### config.mk
export PLATFORM = sky130hd
export DESIGN_NAME = md_unit
export DESIGN_NICKNAME = d
export VERILOG_FILES = /design/src/rtl/md_unit_pkg.sv /design/src/rtl/md_div_step.sv /design/src/rtl/md_unit.sv
export SDC_FILE = /design/constraint.sdc
export NUM_CORES = 2
export LEC_CHECK = 0
export CORE_MARGIN = 1.5
export CORE_UTILIZATION = 25
export CTS_BUF_LIST = sky130_fd_sc_hd__clkbuf_4
export DETAILED_ROUTE_END_ITERATION = 10
export SYNTH_ARGS = -nofsm -noshare
export SYNTH_HDL_FRONTEND = slang
export SYNTH_HIERARCHICAL = 1
export SYNTH_SLANG_ARGS = --single-unit
export TNS_END_PERCENT = 100
### constraint.sdc
create_clock -name clk -period 21.2 [get_ports clk]
set_clock_uncertainty 0.1 [all_clocks]
set_input_delay 2.12 -clock clk [delete_from_list [all_inputs] [get_ports clk]]
set_output_delay 2.12 -clock clk [all_outputs]
set_load 0.02 [all_outputs]
### src/rtl/md_unit_pkg.sv
// ============================================================================
//  Module  : md_unit_pkg
//  Purpose : Shared definitions for the multiply/divide unit. Holds the
//            operation codes driven by the E-stage control unit, the FSM
//            state encoding and the accumulate-mode encoding.
//  Ports   : none (package)
//  Config  : MD_MACC_EN enables the MADD/MADDU/MSUB/MSUBU codes in md_unit.
//  Rev     : 1.0  initial release
// ============================================================================
`default_nettype none

package md_unit_pkg;

   // Operation codes (4-bit, from the E-stage control unit)
   typedef enum logic [3:0] {
      MD_NOP   = 4'd0,
      MD_MULT  = 4'd1,
      MD_MULTU = 4'd2,
      MD_DIV   = 4'd3,
      MD_DIVU  = 4'd4,
      MD_MFHI  = 4'd5,
      MD_MFLO  = 4'd6,
      MD_MTHI  = 4'd7,
      MD_MTLO  = 4'd8,
      MD_MADD  = 4'd9,
      MD_MADDU = 4'd10,
      MD_MSUB  = 4'd11,
      MD_MSUBU = 4'd12
   } md_op_e;

   // FSM state encoding
   typedef enum logic [1:0] {
      ST_IDLE = 2'd0,
      ST_MUL  = 2'd1,
      ST_DIV  = 2'd2,
      ST_FIX  = 2'd3
   } md_state_e;

   // How the product is merged into {hi,lo} at commit
   typedef enum logic [1:0] {
      ACC_NONE = 2'd0,
      ACC_ADD  = 2'd1,
      ACC_SUB  = 2'd2
   } md_acc_e;

endpackage

`default_nettype wire

### src/rtl/md_div_step.sv
// ============================================================================
//  Module  : md_div_step
//  Purpose : One combinational radix-2 restoring division step.
//  Ports   : rem_i     [WIDTH:0]   partial remainder from previous step
//            dvd_bit_i             next dividend bit shifted in
//            dvs_i     [WIDTH-1:0] divisor (magnitude)
//            rem_o     [WIDTH:0]   next partial remainder
//            q_o                   quotient bit produced by this step
//  Rev     : 1.0  initial release
// ============================================================================
`default_nettype none

module md_div_step #(
   parameter int WIDTH = 32
) (
   input  logic [WIDTH:0]   rem_i,
   input  logic             dvd_bit_i,
   input  logic [WIDTH-1:0] dvs_i,
   output logic [WIDTH:0]   rem_o,
   output logic             q_o
);

   logic [WIDTH+1:0] w_shift;
   logic [WIDTH+1:0] w_diff;

   // One extra guard bit so the borrow of the trial subtraction is visible.
   assign w_shift = {rem_i, dvd_bit_i};
   assign w_diff  = w_shift - {2'b00, dvs_i};
   assign q_o     = ~w_diff[WIDTH+1];
   // Restore (keep the shifted value) when the trial subtraction borrowed.
   assign rem_o   = q_o ? w_diff[WIDTH:0] : w_shift[WIDTH:0];

endmodule

`default_nettype wire

### src/rtl/md_unit.sv
// ============================================================================
//  Module  : md_unit
//  Purpose : Multi-cycle multiply/divide unit with HI/LO registers for the
//            E stage. Multiply-class ops hold busy for MULT_LAT cycles;
//            divide is an iterative restoring divider (WIDTH+2 busy cycles).
//  Ports   : clk, reset (sync, active-high)
//            start, op[3:0], req   op request / exception suppression
//            rs, rt [WIDTH-1:0]    operands
//            busy                  stall request
//            result [WIDTH-1:0]    HI for MFHI, LO for MFLO, else 0
//            hi, lo [WIDTH-1:0]    architectural HI/LO
//  Config  : `define MD_MACC_EN adds MADD/MADDU/MSUB/MSUBU.
//  Rev     : 1.0  initial release
// ============================================================================
`default_nettype none

module md_unit
   import md_unit_pkg::*;
#(
   parameter int WIDTH    = 32,
   parameter int MULT_LAT = 5
) (
   input  logic             clk,
   input  logic             reset,
   input  logic             start,
   input  logic [3:0]       op,
   input  logic             req,
   input  logic [WIDTH-1:0] rs,
   input  logic [WIDTH-1:0] rt,
   output logic             busy,
   output logic [WIDTH-1:0] result,
   output logic [WIDTH-1:0] hi,
   output logic [WIDTH-1:0] lo
);

   localparam int             MAXLAT    = (MULT_LAT > WIDTH) ? MULT_LAT : WIDTH;
   localparam int             CW        = $clog2(MAXLAT + 1);
   localparam bit             MUL_MULTI = (MULT_LAT > 1);
   // The accept cycle is the first busy cycle, so MUL runs MULT_LAT-1 cycles.
   localparam logic [CW-1:0]  MUL_LOAD  = CW'((MULT_LAT > 1) ? (MULT_LAT - 2) : 0);
   localparam logic [CW-1:0]  DIV_LOAD  = CW'(WIDTH - 1);
   localparam logic [CW-1:0]  CNT_ONE   = CW'(1);

   md_state_e          state_q, state_d;
   logic [CW-1:0]      cnt_q;
   logic [WIDTH-1:0]   hi_q, lo_q;
   logic [2*WIDTH-1:0] prod_q;
   md_acc_e            acc_q;
   logic [WIDTH:0]     rem_q;
   logic [WIDTH-1:0]   quo_q, dvs_q, dvd_q;
   logic               negq_q, negr_q, dz_q;

   logic               dec_mul, dec_div, dec_sgn, dec_mthi, dec_mtlo;
   md_acc_e            dec_acc;
   logic               accept;
   logic [2*WIDTH-1:0] opa_ext, opb_ext, prod_now, hilo_now, hilo_mul;
   logic [WIDTH-1:0]   abs_a, abs_b;
   logic [WIDTH:0]     rem_nxt;
   logic               qbit;

   function automatic logic [2*WIDTH-1:0] f_mac(input logic [2*WIDTH-1:0] base,
                                                input logic [2*WIDTH-1:0] prod,
                                                input md_acc_e            acc);
      logic [2*WIDTH-1:0] r;
      case (acc)
         ACC_ADD: r = base + prod;
         ACC_SUB: r = base - prod;
         default: r = prod;
      endcase
      return r;
   endfunction

   // ---------------- decode ----------------
   always_comb begin
      dec_mul  = 1'b0;
      dec_div  = 1'b0;
      dec_sgn  = 1'b0;
      dec_mthi = 1'b0;
      dec_mtlo = 1'b0;
      dec_acc  = ACC_NONE;
      case (op)
         MD_MULT:  begin dec_mul = 1'b1; dec_sgn = 1'b1; end
         MD_MULTU: dec_mul = 1'b1;
         MD_DIV:   begin dec_div = 1'b1; dec_sgn = 1'b1; end
         MD_DIVU:  dec_div = 1'b1;
         MD_MTHI:  dec_mthi = 1'b1;
         MD_MTLO:  dec_mtlo = 1'b1;
`ifdef MD_MACC_EN
         MD_MADD:  begin dec_mul = 1'b1; dec_sgn = 1'b1; dec_acc = ACC_ADD; end
         MD_MADDU: begin dec_mul = 1'b1; dec_acc = ACC_ADD; end
         MD_MSUB:  begin dec_mul = 1'b1; dec_sgn = 1'b1; dec_acc = ACC_SUB; end
         MD_MSUBU: begin dec_mul = 1'b1; dec_acc = ACC_SUB; end
`endif
         default: ;
      endcase
   end

   assign accept = start & ~req & (state_q == ST_IDLE);

   // Extending both operands to 2*WIDTH makes one truncated multiply serve
   // signed and unsigned products alike.
   assign opa_ext  = dec_sgn ? {{WIDTH{rs[WIDTH-1]}}, rs} : {{WIDTH{1'b0}}, rs};
   assign opb_ext  = dec_sgn ? {{WIDTH{rt[WIDTH-1]}}, rt} : {{WIDTH{1'b0}}, rt};
   assign prod_now = opa_ext * opb_ext;
   assign hilo_now = f_mac({hi_q, lo_q}, prod_now, dec_acc);
   assign hilo_mul = f_mac({hi_q, lo_q}, prod_q, acc_q);

   assign abs_a = (dec_sgn & rs[WIDTH-1]) ? -rs : rs;
   assign abs_b = (dec_sgn & rt[WIDTH-1]) ? -rt : rt;

   md_div_step #(.WIDTH(WIDTH)) u_step (
      .rem_i     (rem_q),
      .dvd_bit_i (quo_q[WIDTH-1]),
      .dvs_i     (dvs_q),
      .rem_o     (rem_nxt),
      .q_o       (qbit)
   );

   // ---------------- FSM: state register ----------------
   always_ff @(posedge clk) begin
      if (reset) state_q <= ST_IDLE;
      else       state_q <= state_d;
   end

   // ---------------- FSM: next state ----------------
   always_comb begin
      state_d = state_q;
      case (state_q)
         ST_IDLE: begin
            if (accept && dec_mul && MUL_MULTI) state_d = ST_MUL;
            else if (accept && dec_div)        state_d = ST_DIV;
         end
         ST_MUL:  if (cnt_q == '0) state_d = ST_IDLE;
         ST_DIV:  if (cnt_q == '0) state_d = ST_FIX;
         default: state_d = ST_IDLE;
      endcase
   end

   // ---------------- FSM: outputs ----------------
   always_comb begin
      busy = (state_q != ST_IDLE) | (accept & (dec_mul | dec_div));
   end

   // ---------------- datapath ----------------
   always_ff @(posedge clk) begin
      if (reset) begin
         hi_q   <= '0;
         lo_q   <= '0;
         cnt_q  <= '0;
         prod_q <= '0;
         acc_q  <= ACC_NONE;
         rem_q  <= '0;
         quo_q  <= '0;
         dvs_q  <= '0;
         dvd_q  <= '0;
         negq_q <= 1'b0;
         negr_q <= 1'b0;
         dz_q   <= 1'b0;
      end else begin
         case (state_q)
            ST_IDLE: if (accept) begin
               if (dec_mthi) hi_q <= rs;
               if (dec_mtlo) lo_q <= rs;
               if (dec_mul) begin
                  prod_q <= prod_now;
                  acc_q  <= dec_acc;
                  cnt_q  <= MUL_LOAD;
                  if (!MUL_MULTI) {hi_q, lo_q} <= hilo_now;
               end
               if (dec_div) begin
                  rem_q  <= '0;
                  quo_q  <= abs_a;   // dividend shifts out as quotient shifts in
                  dvs_q  <= abs_b;
                  dvd_q  <= rs;
                  negq_q <= dec_sgn & (rs[WIDTH-1] ^ rt[WIDTH-1]);
                  negr_q <= dec_sgn & rs[WIDTH-1];
                  dz_q   <= (rt == '0);
                  cnt_q  <= DIV_LOAD;
               end
            end
            ST_MUL: begin
               if (cnt_q == '0) {hi_q, lo_q} <= hilo_mul;
               else             cnt_q <= cnt_q - CNT_ONE;
            end
            ST_DIV: begin
               rem_q <= rem_nxt;
               quo_q <= {quo_q[WIDTH-2:0], qbit};
               if (cnt_q != '0) cnt_q <= cnt_q - CNT_ONE;
            end
            default: begin // ST_FIX
               if (dz_q) begin
                  hi_q <= dvd_q;
                  lo_q <= '1;
               end else begin
                  lo_q <= negq_q ? -quo_q : quo_q;
                  hi_q <= negr_q ? -rem_q[WIDTH-1:0] : rem_q[WIDTH-1:0];
               end
            end
         endcase
      end
   end

   assign hi     = hi_q;
   assign lo     = lo_q;
   assign result = (op == MD_MFHI) ? hi_q :
                   (op == MD_MFLO) ? lo_q : '0;

endmodule

`default_nettype wire
==> metrics list <==
- The final max-slew violation count is 0.
* FFs w/ async S/R, synth: 0
* Post-CTS Setup Inserts: 0
- Congestion Overflow GR: 0
- Count of clock tree sinks: 268
- After synthesis the cells add up to 0.0637 mm^2.
* Global router's overall resource usage: 0.171
* # IOs: 169
- DRC: 0
- The number of hold buffers added after CTS was 0.
- In the final layout, the share of cells above drive strength 1 is 0.0461.
- FF+latch area: 0.00537 mm^2
- TritonCTS clock tree: yes
- The floorplan has 185 rows.
* Final Routed Wirelength: 219,000 um
- CTS placed an instance of sky130_fd_sc_hd__clkbuf_4 at the clock tree root.
- The hold violation total from the final report was 0.
* Insertion delay of the later-clocked pin in the worst-skew pair: 0.81 ns
- STA classifies the critical path endpoint as a flip-flop.
* Total area of multi-input combinational cells: 0.0508 mm^2
- CP Class: input port to flip-flop
- Vertical die dimension: 508 um
* Layout Area Growth over Synthesis: 9.10%
- Highest clock rate: 0.0771 GHz
- Setup TNS: 0 ns
- Vias in the first global route: 54,400
- STA puts the critical path data required time at 21.76 ns.
* Startpoint kind of the worst setup timing path: input port
- Clock input transition at the sequential cells of the worst setup and hold paths: 0.06 ns
* Simple-gate area share of the yosys netlist: 0.144
* Number of vias per cell after detailed routing: 4.77
- In the final design database the tool counted 8,995 nets.
- Number of inserted filler cells in the final layout: 27,200
* Count of final setup violators: 0
* Post-route fraction of the period consumed by the critical path: 0.612
* Clock buffers created by TritonCTS: 79
* Count of cell types in the netlist: 98
* Maximum number of buffers from clock root to sink: 3
* Kind of path behind the tightest hold check: flip-flop to flip-flop
- Dividing the detail-routed wire length by the instance count gives 20.7 um.
- Quantity of I/O buffers inserted on ports: 168
* Area of the core: 0.254 mm^2
* Slew headroom: 0.171
- Number of enable-type register cells in the synthesized netlist: 0
- Setup repair after global routing missed its margin: no
* Pin count of the biggest net entering global routing: 82
* Top flip-flop cell by instance count after synthesis: sky130_fd_sc_hd__dfxtp_1
* Xor-xnor portion of the synthesized cell area: 0.0342
* Synthesized flop and latch total: 268
- Die Area: 0.258 mm^2
- Signal arrival time at the worst endpoint: 13.53 ns
- Maxcap violations: 0
- For the pin with the worst max-slew slack, the measured transition is 1.24 ns.
* DRT antenna net count: 0
- Syn Nets: 9,093
- Of the total synthesized cell area, the portion taken by full adders, half adders and majority gates is 0.516.
- After synthesis, the largest family of logic cells by area is adder cells.
- Post-cts resize count: 0
- Shortest period the worst path allows: 12.97 ns
- The clock tree synthesis step divided the H-tree into 3 levels.
* Length of the first detailed-routing pass in iterations: 6
* Outcome: finished, final reports clean
* DIE WIDTH: 508 um
- In this run the worst path has a maximum fanout of 42.
* Syn Inst Count: 7,248
- Initial antenna violation count: 15
- The share of the Yosys chip area taken by registers is 0.0842.
* Synthesized area per cell: 8.79 um^2
- The routed layout has 50,400 vias.
* Routability congestion estimate: 0.979
- Of the post-synthesis cell area, the part taken by muxes is 0.00550.
- Summed over all nets, the half-perimeter wirelength after detailed placement is 173,000 um.
- Wire length of the first global-routing pass: 337,000 um
- The Yosys step of the flow raised 6 warnings.
- Fraction of the mapped netlist area in compound gates: 0.0954
* Effective utilization at floorplan: 0.251
- Violation count after the first detailed-routing iteration: 3,780
per-layer routing:
| layer | track usage | part of all wire | up-vias | wire, um |
|---|---|---|---|---|
| met4 | 0.0934 | 0.059 | 6 | 13000 |
| li1 | - | - | 21800 | - |
| met2 | 0.283 | 0.47 | 2160 | 102000 |
| met1 | 0.215 | 0.41 | 25900 | 89100 |
| met3 | 0.0241 | 0.070 | 511 | 15300 |
| met5 | 0 | 0.00015 | - | 34 |
layout by cell type (no fill, tap or decap), drive strengths merged, types with 13 or more instances in the layout:
| master | instances |
|---|---|
| and3 | 39 |
| a211oi | 54 |
| a21oi | 261 |
| clkbuf | 113 |
| nand2 | 1067 |
| a22oi | 56 |
| clkinv | 18 |
| nand2b | 20 |
| or3 | 22 |
| mux2 | 24 |
| ha | 353 |
| nor3 | 45 |
| nor2 | 172 |
| and2 | 405 |
| xnor2 | 144 |
| o41ai | 19 |
| nand4 | 17 |
| a22o | 35 |
| fa | 1420 |
| xor2 | 102 |
| nand3 | 81 |
| buf | 153 |
| clkdlybuf4s50 | 120 |
| nor2b | 19 |
| o21ai | 196 |
| or4 | 13 |
| o21bai | 16 |
| inv | 1579 |
| a31oi | 42 |
| o31ai | 35 |
| dfxtp | 268 |
| o211ai | 28 |
| nor4 | 15 |
| a21o | 66 |
| a311oi | 39 |
final cells by class:
class | count | share of cell area
clock inverter | 20 | 0.00155
multi-input combinational | 4948 | 0.731
sequential | 268 | 0.0772
inverter | 1579 | 0.0853
tap | 3366 | 0.0606
clock buffer | 113 | 0.0122
timing repair buffer | 274 | 0.0323
antenna | 9 | 0.000324
cells in the mapped netlist, drive strengths merged, types with 8 or more instances:
library cell | number | area, um^2
ha | 353 | 4420
and2 | 405 | 2530
a21o | 66 | 495
fa | 1420 | 28400
or3 | 22 | 143
a31oi | 42 | 263
nand2 | 1067 | 4010
nor2 | 172 | 646
a21oi | 261 | 1310
nand4 | 17 | 106
or4 | 13 | 105
a21boi | 9 | 67.6
a311oi | 39 | 342
a211oi | 54 | 415
nand3 | 81 | 410
and3 | 39 | 249
o41ai | 19 | 200
o21ai | 196 | 981
clkbuf | 379 | 1420
o211ai | 28 | 210
a22o | 35 | 307
xor2 | 102 | 893
o22ai | 9 | 56.3
a22oi | 56 | 420
or2 | 11 | 68.8
o31ai | 35 | 295
nand2b | 20 | 140
xnor2 | 144 | 1260
mux2 | 24 | 270
o21a | 12 | 90.1
nor3 | 45 | 240
dfxtp | 268 | 5370
inv | 1578 | 5920
nor4 | 15 | 109
nor2b | 19 | 119
o21bai | 16 | 120
mux2i | 8 | 80.1
buf | 70 | 310
kinds of logic (layout without fill, tap and decap cells):
family,after synthesis,count (layout)
other,0,9
adder cells (fa/ha/maj),1776,1776
buffers and inverters,2032,1986
AO/OA/AOI/OAI,932,932
XOR/XNOR,247,247
flip-flops,268,268
AND/OR/NAND/NOR,1961,1961
multiplexers,32,32
flip-flops by register name, indices dropped and copies added (netlist names):
signal / flops
prod_q: 64
dz_q: 1
lo: 32
dvs_q: 32
dvd_q: 32
negr_q: 1
cnt_q: 6
state_q: 2
hi: 32
negq_q: 1
quo_q: 32
rem_q: 33
per-stage QoR:
step | cells | hold slack [ns] | setup WS [ns] | utilization | area [um^2]
after floorplan | 7248 | 0.326 | 9.61 | - | 63700
after global placement | 10400 | 0.342 | 7.61 | 0.270 | 68500
after detailed placement | 10400 | 0.346 | 7.54 | 0.270 | 68500
after CTS | 10600 | 0.355 | 8.34 | 0.274 | 69500
after global routing | 10600 | 0.370 | 7.69 | 0.274 | 69500
final | 10600 | 0.355 | 8.23 | 0.274 | 69500
path summary, 6_finish.rpt:
path / depth (start not counted) / end / start / slack [ns]
worst min register to register: 2 / dvd_q[18] / dvd_q[18] / 0.35
worst min-delay path: 2 / dvd_q[18] / dvd_q[18] / 0.35
worst max-delay path: 28 / prod_q[61] / op[0] / 8.23
worst max register to register: 12 / rem_q[5] / rem_q[13] / 17.03
worst max-delay path: stages:
cell and delay [ns]:
sky130_fd_sc_hd__clkdlybuf4s50_1 0.65, sky130_fd_sc_hd__nor3b_4 0.33, sky130_fd_sc_hd__buf_4 0.47, sky130_fd_sc_hd__and2_2 1.07, sky130_fd_sc_hd__nand2_1 0.32, sky130_fd_sc_hd__fa_1 0.52
sky130_fd_sc_hd__fa_1 0.68, sky130_fd_sc_hd__inv_1 0.11, sky130_fd_sc_hd__fa_1 0.88, sky130_fd_sc_hd__inv_1 0.26, sky130_fd_sc_hd__fa_1 0.55, sky130_fd_sc_hd__inv_1 0.08
sky130_fd_sc_hd__fa_1 0.53, sky130_fd_sc_hd__fa_1 0.45, sky130_fd_sc_hd__fa_1 0.50, sky130_fd_sc_hd__fa_1 0.50, sky130_fd_sc_hd__fa_1 0.49, sky130_fd_sc_hd__inv_1 0.05
sky130_fd_sc_hd__fa_1 0.49, sky130_fd_sc_hd__inv_1 0.04, sky130_fd_sc_hd__ha_1 0.38, sky130_fd_sc_hd__and4_1 0.28, sky130_fd_sc_hd__nand3_1 0.11, sky130_fd_sc_hd__a211oi_1 0.07
sky130_fd_sc_hd__o31ai_1 0.65, sky130_fd_sc_hd__a21oi_1 0.22, sky130_fd_sc_hd__or3_1 0.39, sky130_fd_sc_hd__a32o_1 0.25
Power is not shown: default switching activity piles up to over one toggle a cycle in this logic, so the estimate is an artifact.
